<file path="src/rtl/seq_pkg.sv">
// Shared types, opcode decode and per-step strobe tables for the sequencer control-decode stage.
// The tables are pure functions so that the FSM in the top level stays small.
package seq_pkg;

  localparam int N_STEPS = 24;
  localparam int DATA_W  = 8;
  localparam int N_REG   = 13;
  localparam int STEP_W  = 5;

  localparam logic [STEP_W-1:0] LAST_STEP = STEP_W'(N_STEPS - 1);

  typedef enum logic [3:0] {
    A, B, C, D, M1, M2, X, Y, J1, J2, PC, INC, INST
  } reg_idx_e;

  typedef enum logic [3:0] {
    CL_MOV8, CL_SETAB, CL_ALU, CL_LOAD, CL_STORE,
    CL_MOV16, CL_INCXY, CL_GOTO, CL_HALT, CL_UNDEF
  } instr_class_e;

  typedef enum logic [1:0] {
    FETCH, EXEC, HALTED, SYNC
  } fsm_state_e;

  typedef struct packed {
    logic [N_REG-1:0] sel;
    logic [N_REG-1:0] ld;
    logic             mem_rd;
    logic             mem_wr;
    logic [3:0]       abort;
  } strobe_t;

  // Indexed by instr_class_e.
  localparam logic [STEP_W-1:0] CLASS_LEN [10] = '{
    5'd8, 5'd8, 5'd8, 5'd12, 5'd12, 5'd10, 5'd14, 5'd24, 5'd10, 5'd8
  };

  function automatic logic [N_REG-1:0] rbit(reg_idx_e r);
    return N_REG'(1) << r;
  endfunction

  function automatic instr_class_e decode_class(logic [7:0] ir);
    instr_class_e cls;
    casez (ir)
      8'b00??????: cls = CL_MOV8;
      8'b01??????: cls = CL_SETAB;
      8'b1000????: cls = CL_ALU;
      8'b100100??: cls = CL_LOAD;
      8'b100110??: cls = CL_STORE;
      8'b10100???: cls = CL_MOV16;
      8'b10101110: cls = CL_HALT;
      8'b10110000: cls = CL_INCXY;
      8'b11??????: cls = CL_GOTO;
      default:     cls = CL_UNDEF;
    endcase
    return cls;
  endfunction

  // 8-bit register field codes: 0=D 1=A 2=B 3=C 4=M1 5=M2 6=X 7=Y.
  function automatic reg_idx_e reg8(logic [2:0] code);
    reg_idx_e r;
    case (code)
      3'd0:    r = D;
      3'd1:    r = A;
      3'd2:    r = B;
      3'd3:    r = C;
      3'd4:    r = M1;
      3'd5:    r = M2;
      3'd6:    r = X;
      default: r = Y;
    endcase
    return r;
  endfunction

  function automatic logic [N_REG-1:0] pair16(logic [1:0] code);
    logic [N_REG-1:0] m;
    case (code)
      2'd0:    m = rbit(M1) | rbit(M2);
      2'd1:    m = rbit(X) | rbit(Y);
      2'd2:    m = rbit(J1) | rbit(J2);
      default: m = rbit(PC);
    endcase
    return m;
  endfunction

  // Condition bits {sign, carry, zero, not-zero}; an empty mask means unconditional.
  function automatic logic goto_cond(logic [3:0] cnd, logic z, logic s, logic c);
    return (cnd == 4'b0000) | (cnd[3] & s) | (cnd[2] & c) | (cnd[1] & z) | (cnd[0] & ~z);
  endfunction

  function automatic logic [3:0] abort_code(logic [STEP_W-1:0] len);
    logic [3:0] a;
    case (len)
      5'd8:    a = 4'b0001;
      5'd10:   a = 4'b0010;
      5'd12:   a = 4'b0100;
      5'd14:   a = 4'b1000;
      default: a = 4'b0000;
    endcase
    return a;
  endfunction

  function automatic strobe_t fetch_strobes(logic [STEP_W-1:0] step);
    strobe_t s;
    s = '0;
    if (step >= 5'd1 && step <= 5'd4) begin
      s.sel    = rbit(PC);
      s.mem_rd = 1'b1;
      s.ld     = rbit(INC);
    end
    if (step == 5'd3) s.ld = s.ld | rbit(INST);
    if (step == 5'd5 || step == 5'd6) s.sel = rbit(INC);
    if (step == 5'd6) s.ld = rbit(PC);
    return s;
  endfunction

  // Steps 7..23; 8-step classes do their whole transfer on step 7.
  function automatic strobe_t exec_strobes(instr_class_e cls, logic [STEP_W-1:0] step,
                                           logic [5:0] op, logic cond);
    strobe_t          s;
    logic [STEP_W-1:0] len;
    s   = '0;
    len = CLASS_LEN[cls];
    if (len <= LAST_STEP && step == len - 1'b1) s.abort = abort_code(len);
    case (cls)
      CL_MOV8: if (step == 5'd7) begin
        s.sel = rbit(reg8(op[2:0]));
        s.ld  = rbit(reg8(op[5:3]));
      end
      CL_SETAB: if (step == 5'd7) s.ld = rbit(op[5] ? B : A);
      CL_ALU:   if (step == 5'd7) s.ld = rbit(op[3] ? D : A);
      CL_LOAD: if (step >= 5'd8 && step <= 5'd10) begin
        s.sel    = rbit(M1) | rbit(M2);
        s.mem_rd = 1'b1;
        if (step == 5'd10) s.ld = rbit(reg_idx_e'({2'b00, op[1:0]}));
      end
      CL_STORE: if (step >= 5'd8 && step <= 5'd10) begin
        s.sel    = rbit(M1) | rbit(M2) | rbit(reg_idx_e'({2'b00, op[1:0]}));
        s.mem_wr = (step == 5'd9);
      end
      CL_MOV16: if (step == 5'd8 || step == 5'd9) begin
        s.sel = pair16(op[1:0]);
        if (step == 5'd9) s.ld = op[2] ? (rbit(X) | rbit(Y)) : (rbit(M1) | rbit(M2));
      end
      CL_INCXY: begin
        if (step >= 5'd8 && step <= 5'd10) begin
          s.sel = rbit(X) | rbit(Y);
          s.ld  = rbit(INC);
        end
        if (step == 5'd11 || step == 5'd12) s.sel = rbit(INC);
        if (step == 5'd12) s.ld = rbit(X) | rbit(Y);
      end
      CL_GOTO: begin
        // Two address bytes fetched into M1/M2, then M drives the jump target.
        if ((step >= 5'd8 && step <= 5'd10) || (step >= 5'd13 && step <= 5'd15)) begin
          s.sel    = rbit(PC);
          s.mem_rd = 1'b1;
          s.ld     = rbit(INC);
        end
        if (step == 5'd10) s.ld = s.ld | rbit(M1);
        if (step == 5'd15) s.ld = s.ld | rbit(M2);
        if (step == 5'd11 || step == 5'd12) s.sel = rbit(INC);
        if (step == 5'd12) s.ld = rbit(PC);
        if (step >= 5'd16 && step <= 5'd22) s.sel = rbit(M1) | rbit(M2);
        if (step == 5'd21 && cond) s.ld = rbit(PC);
      end
      default: ;
    endcase
    return s;
  endfunction

  // A full 16-bit pair (M, XY, J) may drive the address side alongside one data source.
  function automatic logic sel_legal(logic [N_REG-1:0] sel);
    logic [N_REG-1:0] rest;
    logic [N_REG-1:0] pm, px, pj;
    pm   = rbit(M1) | rbit(M2);
    px   = rbit(X) | rbit(Y);
    pj   = rbit(J1) | rbit(J2);
    rest = sel;
    if ((rest & pm) == pm) rest = rest & ~pm;
    if ((rest & px) == px) rest = rest & ~px;
    if ((rest & pj) == pj) rest = rest & ~pj;
    return $onehot0(rest);
  endfunction

endpackage

</file>
<file path="src/rtl/seq_step_checker.sv">
// Tracks the step number the sequencer should present next and flags any step that arrives
// out of order; after a mismatch it waits for step 0 before trusting the sequence again.
module seq_step_checker
  import seq_pkg::*;
(
  input  logic              clock,
  input  logic              reset,
  input  logic              step_valid,
  input  logic [STEP_W-1:0] step,
  input  logic              abort_now,
  output logic              step_err,
  output logic              seq_err
);

  logic [STEP_W-1:0] expected;

  assign step_err = step_valid && (step != expected);

  always_ff @(posedge clock or posedge reset) begin
    if (reset) begin
      expected <= '0;
      seq_err  <= 1'b0;
    end else if (step_valid) begin
      if (step_err) begin
        seq_err  <= 1'b1;
        expected <= '0;
      end else if (abort_now || expected == LAST_STEP) begin
        expected <= '0;
      end else begin
        expected <= expected + 1'b1;
      end
    end
  end

endmodule

</file>
<file path="src/rtl/sequencer_decoder.sv">
// Control-decode stage behind the 24-step sequencer: FETCH/EXEC/HALTED FSM turning step number
// and instruction into registered register/memory strobes and early-abort requests.
module sequencer_decoder
  import seq_pkg::*;
(
  input  logic              clock,
  input  logic              reset,
  input  logic              step_valid,
  input  logic [STEP_W-1:0] step,
  input  logic [DATA_W-1:0] ir,
  input  logic              flag_z,
  input  logic              flag_s,
  input  logic              flag_c,
  output logic [N_REG-1:0]  sel,
  output logic [N_REG-1:0]  ld,
  output logic              mem_rd,
  output logic              mem_wr,
  output logic [2:0]        alu_fn,
  output logic [3:0]        abort,
  output logic              halted,
  output logic              seq_err
);

  fsm_state_e        state, state_nxt;
  instr_class_e      cls_now, cls_lat;
  logic [DATA_W-1:0] ir_lat;
  logic [2:0]        flags_lat;
  logic              latch_p0;
  logic              step_err;
  strobe_t           str_p0, str_p1;
  logic              halted_p1;

  assign cls_now = decode_class(ir);

  seq_step_checker u_chk (
    .clock      (clock),
    .reset      (reset),
    .step_valid (step_valid),
    .step       (step),
    .abort_now  (|str_p0.abort),
    .step_err   (step_err),
    .seq_err    (seq_err)
  );

  // p0: decode the presented step
  always_comb begin
    state_nxt = state;
    str_p0    = '0;
    latch_p0  = 1'b0;
    if (step_valid && state != HALTED) begin
      if (step_err) begin
        state_nxt = SYNC;
      end else if (state == SYNC) begin
        // while resyncing only step 0 can match, and step 0 carries no strobes
        state_nxt = FETCH;
      end else if (state == FETCH || step == '0) begin
        state_nxt = FETCH;
        str_p0    = fetch_strobes(step);
        if (step == 5'd7) begin
          str_p0    = exec_strobes(cls_now, step, ir[5:0],
                                   goto_cond(ir[4:1], flag_z, flag_s, flag_c));
          latch_p0  = 1'b1;
          state_nxt = EXEC;
        end
      end else begin
        str_p0 = exec_strobes(cls_lat, step, ir_lat[5:0],
                              goto_cond(ir_lat[4:1], flags_lat[2], flags_lat[1], flags_lat[0]));
        if (cls_lat == CL_HALT && step == 5'd9) state_nxt = HALTED;
      end
    end
  end

  // p1: state and output register
  always_ff @(posedge clock or posedge reset) begin
    if (reset) begin
      state     <= FETCH;
      ir_lat    <= '0;
      flags_lat <= '0;
      cls_lat   <= CL_MOV8;
      str_p1    <= '0;
      halted_p1 <= 1'b0;
    end else begin
      state     <= state_nxt;
      str_p1    <= str_p0;
      halted_p1 <= (state == HALTED);
      if (latch_p0) begin
        ir_lat    <= ir;
        flags_lat <= {flag_z, flag_s, flag_c};
        cls_lat   <= cls_now;
      end
    end
  end

  assign sel    = str_p1.sel;
  assign ld     = str_p1.ld;
  assign mem_rd = str_p1.mem_rd;
  assign mem_wr = str_p1.mem_wr;
  assign abort  = str_p1.abort;
  assign alu_fn = ir_lat[2:0];
  assign halted = halted_p1;

  sel_onehot_a: assert property (@(posedge clock) disable iff (reset) sel_legal(sel));

endmodule

</file>
<file path="config.mk">
export PLATFORM = sky130hd
export DESIGN_NAME = sequencer_decoder
export DESIGN_NICKNAME = d
export VERILOG_FILES = /design/src/rtl/seq_pkg.sv /design/src/rtl/seq_step_checker.sv /design/src/rtl/sequencer_decoder.sv
export SDC_FILE = /design/constraint.sdc
export NUM_CORES = 1
export LEC_CHECK = 0
export BUFFER_PORTS_ARGS = -buffer_cell sky130_fd_sc_hd__buf_2
export CAP_MARGIN = 15
export CORE_MARGIN = 5
export CORE_UTILIZATION = 61
export DETAILED_ROUTE_END_ITERATION = 8
export GPL_ROUTABILITY_DRIVEN = 0
export PLACE_DENSITY = 0.84
export SYNTH_ARGS = -nofsm -noshare
export SYNTH_HDL_FRONTEND = slang
export SYNTH_SLANG_ARGS = --single-unit
export TNS_END_PERCENT = 20
</file>
<file path="constraint.sdc">
create_clock -name clock -period 5.9 [get_ports clock]
set_input_delay 1.18 -clock clock [delete_from_list [all_inputs] [get_ports clock]]
set_output_delay 1.18 -clock clock [all_outputs]
set_load 0.01 [all_outputs]
</file>
# After elaboration in Yosys (flattened, before gate mapping)
# Memory sizes are Yosys's and may differ from the RTL's.
# Cells that the tools add are included.
[classes]
n_addsub = 3
n_lt_le_gt_ge = 12
eq_ne = 77
shifts = 10
mux = 99
bitwise_logic = 20
reduce_logical = 34
[op_table]
columns = ["cell", "n"]
rows = [
  ["13-bit two-way mux", 15],
  ["13-bit one-hot mux with 7 select lines", 2],
  ["32-bit two-way mux", 5],
  ["13-bit one-hot mux with 6 select lines", 2],
  ["4-bit two-way mux", 26],
  ["3-bit one-hot mux with 7 select lines", 4],
  ["5-bit by 4-bit == test with 1-bit output (second input constant)", 14],
  ["11-bit one-hot mux with 3 select lines", 2],
  ["1-bit by 2-bit left shift with 13-bit output (first input constant)", 4],
  ["1-bit by 4-bit left shift with 13-bit output (first input constant)", 4],
  ["25-bit two-way mux", 2],
  ["24-bit two-way mux", 2],
  ["20-bit two-way mux", 2],
  ["3-bit == test (second input constant)", 12],
  ["4-bit one-hot mux with 9 select lines", 1],
  ["5-bit two-way mux", 7],
  ["4-bit by 3-bit == test with 1-bit output (second input constant)", 8],
  ["8-bit two-way mux", 4],
  ["4-bit one-hot mux with 4 select lines", 2],
  ["26-bit two-way mux", 1],
  ["1-bit by 1-bit left shift with 13-bit output (first input constant)", 2],
  ["3-bit by 2-bit == test with 1-bit output (second input constant)", 8],
  ["21-bit two-way mux", 1],
  ["4-bit by 2-bit == test with 1-bit output (second input constant)", 4],
  ["other kinds (39)", 121],
]
[word_totals]
ff_bits = 54
romBits = 160
inputBits = 19
elab_cells = 269
mem_count = 2
[memory_table]
columns = ["memory", "words", "width", "rd", "rd_clocked_by_memory_dff", "write_ports", "line", "text"]
rows = [
  ["(name not given)", 16, 5, 1, 0, 0, "seq_pkg.sv:123", "len = CLASS_LEN[cls];"],
  ["(name not given)", 16, 5, 1, 0, 0, "seq_pkg.sv:123", ""],
]

# Logic depth before layout (Yosys ltp)
[logic_depth]
ltp_word = 20
ltp_mapped = 16

# By module
# Synthesis repeated with hierarchy kept, for this count alone.
[unflattened]
cells_unflattened = 466
hier_area_um2 = 3930.0
[by_module_without_submodules]
columns = ["module", "instances", "cells_per_inst", "area_per_inst_um2", "seq_area_each_um2"]
rows = [
  ["sequencer_decoder", 1, 429, 3537.1, 1101.1],
  ["seq_step_checker", 1, 37, 392.9, 150.1],
]

# Least setup slack after synthesis
# Ideal clock, no wire load.
[synth_timing]
path_kind = "input -> register"
startpoint = "input ir[7]"
endpoint = "register u_chk.expected[3]"
setup_time_ps = 127
arrival_time_ps = 3848
t_required_ps = 5773
setup_slack_ps = 1925
cell_stages = 16
n_path_buf = 1
path_cell_list = "buf_2 o21ai_0 nand2_1 nand4_1 nand2_1 inv_1 ha_1 nand2_1 o31ai_1 and2_1 ha_1 nand2_1 or3_1 a211o_1 a31oi_1 nor3_1"
[synth_between]
elab_chain_cells = 19
word_cells_on_any_way = 33
[synth_lines]
columns = ["element", "line", "text"]
rows = [
  ["from (decl)", "sequencer_decoder.sv:10", "input logic [DATA_W-1:0] ir,"],
  ["8-bit == test, or another cell as far along", "seq_pkg.sv:44", "casez (ir)"],
  ["4-bit one-hot mux with 9 select lines (*)", "seq_pkg.sv:44", ""],
  ["via cls_now[0]", "sequencer_decoder.sv:25", "instr_class_e cls_now, cls_lat;"],
  ["4-bit inverter with 5-bit output (implied by the code) (*)", "seq_pkg.sv:123", ""],
  ["memory read 16 x 5 bit (*)", "-", ""],
  ["5-bit two-way mux (implied by the code) (*) (2 in series)", "seq_pkg.sv:123", ""],
  ["5-bit by 1-bit subtractor with 5-bit output", "seq_pkg.sv:124", "if (len <= LAST_STEP && step == len - 1'b1) s.abort = abort_code(len);"],
  ["5-bit == test", "seq_pkg.sv:124", ""],
  ["[3 not listed]", "-", ""],
  ["32-bit two-way mux (*)", "sequencer_decoder.sv:56", "end else if (state == FETCH || step == '0) begin"],
  ["32-bit two-way mux (*)", "sequencer_decoder.sv:53", "end else if (state == SYNC) begin"],
  ["32-bit two-way mux (*)", "sequencer_decoder.sv:51", "if (step_err) begin"],
  ["32-bit two-way mux (*)", "sequencer_decoder.sv:50", "if (step_valid && state != HALTED) begin"],
  ["4-bit OR reduction (*)", "sequencer_decoder.sv:40", ".abort_now (|str_p0.abort),"],
  ["1-bit logical OR (*)", "seq_step_checker.sv:27", "end else if (abort_now || expected == LAST_STEP) begin"],
  ["5-bit two-way mux (*)", "seq_step_checker.sv:27", ""],
  ["5-bit two-way mux (*)", "seq_step_checker.sv:24", "if (step_err) begin"],
  ["to (signal assigned)", "seq_step_checker.sv:30", "expected <= expected + 1'b1;"],
  ["to (decl)", "seq_step_checker.sv:15", "logic [STEP_W-1:0] expected;"],
]
# Mark *: on every way through the listed nets, which the timed path passes. The rest lies on a longest branch. The select of a mux whose other input is x is not followed.
# A chain may end at the register's enable or synchronous reset.

# Final worst setup path
[layout_timing]
startpoint = "input ir[5]"
endpoint = "register u_chk.expected[2]"
[layout_between]
elab_chain_cells = 19
word_cells_on_any_way = 30
[layout_lines]
columns = ["element", "line"]
rows = [
  ["8-bit == test, or another cell as far along", "seq_pkg.sv:44"],
  ["4-bit one-hot mux with 9 select lines (*)", "seq_pkg.sv:44"],
  ["via cls_now[0]", "sequencer_decoder.sv:25"],
  ["4-bit inverter with 5-bit output (implied by the code) (*)", "seq_pkg.sv:123"],
  ["memory read 16 x 5 bit (*)", "-"],
  ["5-bit two-way mux (implied by the code) (*) (2 in series)", "seq_pkg.sv:123"],
  ["5-bit by 1-bit subtractor with 5-bit output", "seq_pkg.sv:124"],
  ["5-bit == test", "seq_pkg.sv:124"],
  ["[3 not listed]", "-"],
  ["32-bit two-way mux (*)", "sequencer_decoder.sv:56"],
  ["32-bit two-way mux (*)", "sequencer_decoder.sv:53"],
  ["32-bit two-way mux (*)", "sequencer_decoder.sv:51"],
  ["32-bit two-way mux (*)", "sequencer_decoder.sv:50"],
  ["4-bit OR reduction (*)", "sequencer_decoder.sv:40"],
  ["1-bit logical OR (*)", "seq_step_checker.sv:27"],
  ["5-bit two-way mux (*)", "seq_step_checker.sv:27"],
  ["5-bit two-way mux (*)", "seq_step_checker.sv:24"],
]
# Marks and branches as above.

==> metrics.cfg <==
[placed_design]
dp_hpwl_mm=7.67
dpl_cell_area_mm2=0.00419
dp_cells=578
numPortBuffers=52

[synthesis]
synthSimpleGateAreaFrac_pct=27.8
dominantRegCellSynth=dfrtp_1
synth_cells=483
synth_top_area_share_pct=31.2
netlist_top_cells_count=dfrtp_1 (50), nor2_1 (48), nand2_1 (42)
ys_warn_count=0
synth.largest_area_cell=dfrtp_1
yosysMostFrequentCell=dfrtp_1
synth-xor-area-share_pct=1.75
postSynthAreaPerCell_um2=8.31
synthArstFlopShare_pct=100
synth_top_family_by_area=simple AND/OR/NAND/NOR gates
yosys-top-cells-area=dfrtp_1 (31%), ha_1 (5.9%), nor2_1 (4.5%)
synthMuxAreaShare_pct=3.31
ys_ff_latch=50
ys_seq_area_share_pct=31.2
synth.distinct_cells=70
synth-adder-area-share_pct=5.93
synth_compound_area_share_pct=22.9
synth_edf_count=0
synthesis.area_mm2=0.00401

[sta]
rsz0062_at_grt=false
maxSlewViolCount=0
worst_slew_pin_slew_ns=1.00
setup_viol=0
skew_ns=0.0121
relSlewSlack_pct=32.9
setup_tns_ns=0
fin_crit_sh_pct=70.9
fin_crit_ns=4.18
hold_violations=0
max_clock_freq_ghz=0.239

[clock_network]
cts-hold-fix-buffers=0
clkLatencyLatePin_ns=0.31
cts_setup_buffers=0
cts_tree=done
cts-root-buf=clkbuf_8
clkSlewWorstSetupHoldPaths_ns=0.09
cts_resized=0
clk_path_buf_depth=2
cts.sink_count=50
cts-htree-levels=2
cts_buffers=5

[finish]
design_area_mm2=0.00432
drive_above_1_share_pct=18.9
stdcell_count=586
fill_cells=520
final_nets=546
diodes=0
area_growth_syn_to_layout_pct=7.77
ff_latch_area_mm2=0.00125
multiInputGateArea_mm2=0.00248

[power_and_ir_drop]
clkPwrFrac_pct=38.3
power_frac_seq_pct=46.4
netSwitchingFraction_pct=26.3
p_leak_nw=1.93
power_switching_w=0.000197
combPwrFrac_pct=15.3
p_per_area_mw_per_mm2=173
ir_worst_vdd_v=0.000134
p_int_w=0.000551

[routing]
drt_iter0_drc=424
antenna_left=0
vias_per_cell=6.60
wl_per_cell_um=17.9
drt_wl_total_mm=10.5
drcViolationCount=0
first_pass_iters=5
vias=3865

[grt]
grt_max_degree=51
overflow=0
grt_pass1_vias=3462
grtUsageTotal_pct=25.4
grt_pass1_wl_mm=17.6
antenna_found_initial=0

[min_path]
hp-start=u_chk.seq_err
hold_path.class=flip-flop to flip-flop

[setup_path]
cpMostUsedCell=nand2_1
reg2reg_from=cls_lat[3]
end_kind=flip-flop
crit_chain=buf_2, o21ai_0, nand2_1, nand4_1, nand2_1, ha_1, a22oi_1, ha_1, nand2_1, or3_1, a211o_1, a31oi_1, nor3_1
arrival_ns=4.38
cp-start-kind=primary input
cp-startpoint=ir[5]
cp.required_ns=6.10
worst_path_largest_cell_delay_ns=0.42
crit_type=primary input to flip-flop
worstPathMaxFanout=18
critPathSlowestCell=o21ai_0

[floorplan]
start_util_pct=62.8
core_mm2=0.00639
die-width_um=91.1
rows=29
die_h_um=91.1
num_io_pins=56
dieArea_mm2=0.00830

[run]
drv_cap=0

[outcome]
outcome=completed

worst max-delay path: cells and delay by family:
| family | cells | cell delay [ns] |
|---|---|---|
| AOI/OAI and AO/OA | 4 | 1.25 |
| and+or+nand+nor | 6 | 1.17 |
| adders and majority gates | 2 | 0.58 |
| buffers and inverters | 1 | 0.19 |
cells in the final DEF, fill, tap and decap left out, types with 5 or more instances in the layout:
master / count
nor3_1: 12
or3_1: 6
a22oi_1: 10
and3_1: 6
o22a_1: 6
and2_1: 5
nand2b_1: 8
o22ai_1: 5
nor2b_1: 12
ha_1: 19
nand4b_1: 5
a31oi_1: 10
nand4_1: 6
a21oi_1: 25
a32o_1: 5
nor2_1: 48
mux2_2: 10
o21ai_0: 23
xor2_1: 6
nand2_1: 42
clkbuf_8: 5
buf_2: 52
inv_1: 20
o21a_1: 5
dfrtp_1: 50
nand3_1: 23
cell type report:
class	instances	share of cell area, %
clock buffers	5	1.59
clock inverters	3	1.59
inverters	21	1.82
multi-input cells	376	57.5
flip-flops and latches	50	28.9
well taps	77	2.23
repair buffers	54	6.37
state kept, by name (all words and copies together), names as in the netlist:
signal	cells
u_chk.seq_err	1
ld	11
ir_lat	6
mem_rd	1
halted	1
state	2
flags_lat	3
u_chk.expected	5
abort	4
sel	11
cls_lat	4
mem_wr	1
layer usage:
metal  track usage (%)  part of all wire (%)
met5                 0                     0
met4              8.68                   2.9
met3              4.38                    10
met2              37.9                    46
met1              37.3                    41
path summary, 6_finish.rpt:
kind	to	slack, ns	cells after the start
max in group asynchronous	ld[11]	4.18	2
min in group asynchronous	cls_lat[1]	1.10	2
worst max register to register	u_chk.expected[2]	2.90	9
worst min register to register	u_chk.seq_err	0.46	1
worst min-delay path	u_chk.seq_err	0.46	1
worst max-delay path	u_chk.expected[2]	1.72	13
logic make-up after synthesis:
logic type               Yosys count
buffers and inverters             59
AND/OR/NAND/NOR                  206
adder cells (fa/ha/maj)           19
AO/OA/AOI/OAI                    128
flip-flops                        50
multiplexers                      12
other                              1
XOR/XNOR                           8
per-stage QoR:
step	hold slack (ns)	utilization [%]	total power [W]	setup WS (ns)
after global placement	0.432	65.5	0.000461	1.60
after CTS	0.463	67.7	0.000750	1.77
after floorplan	0.481	-	0.000440	1.92
after global routing	0.505	67.7	0.000779	1.51
after detailed placement	0.443	65.5	0.000464	1.44
final	0.462	67.7	0.000747	1.72
power by group through the flow:
stage          Sequential (W)  Combinational (W)  Clock [W]
5_1_grt              0.000347           0.000126   0.000305
3_5_place_dp         0.000353           0.000111          0
2_1_floorplan        0.000352          0.0000880          0
6_report             0.000347           0.000115   0.000286
3_3_place_gp         0.000353           0.000108          0
4_1_cts              0.000347           0.000112   0.000292
No activity file was read; power rests on OpenSTA's default activity.
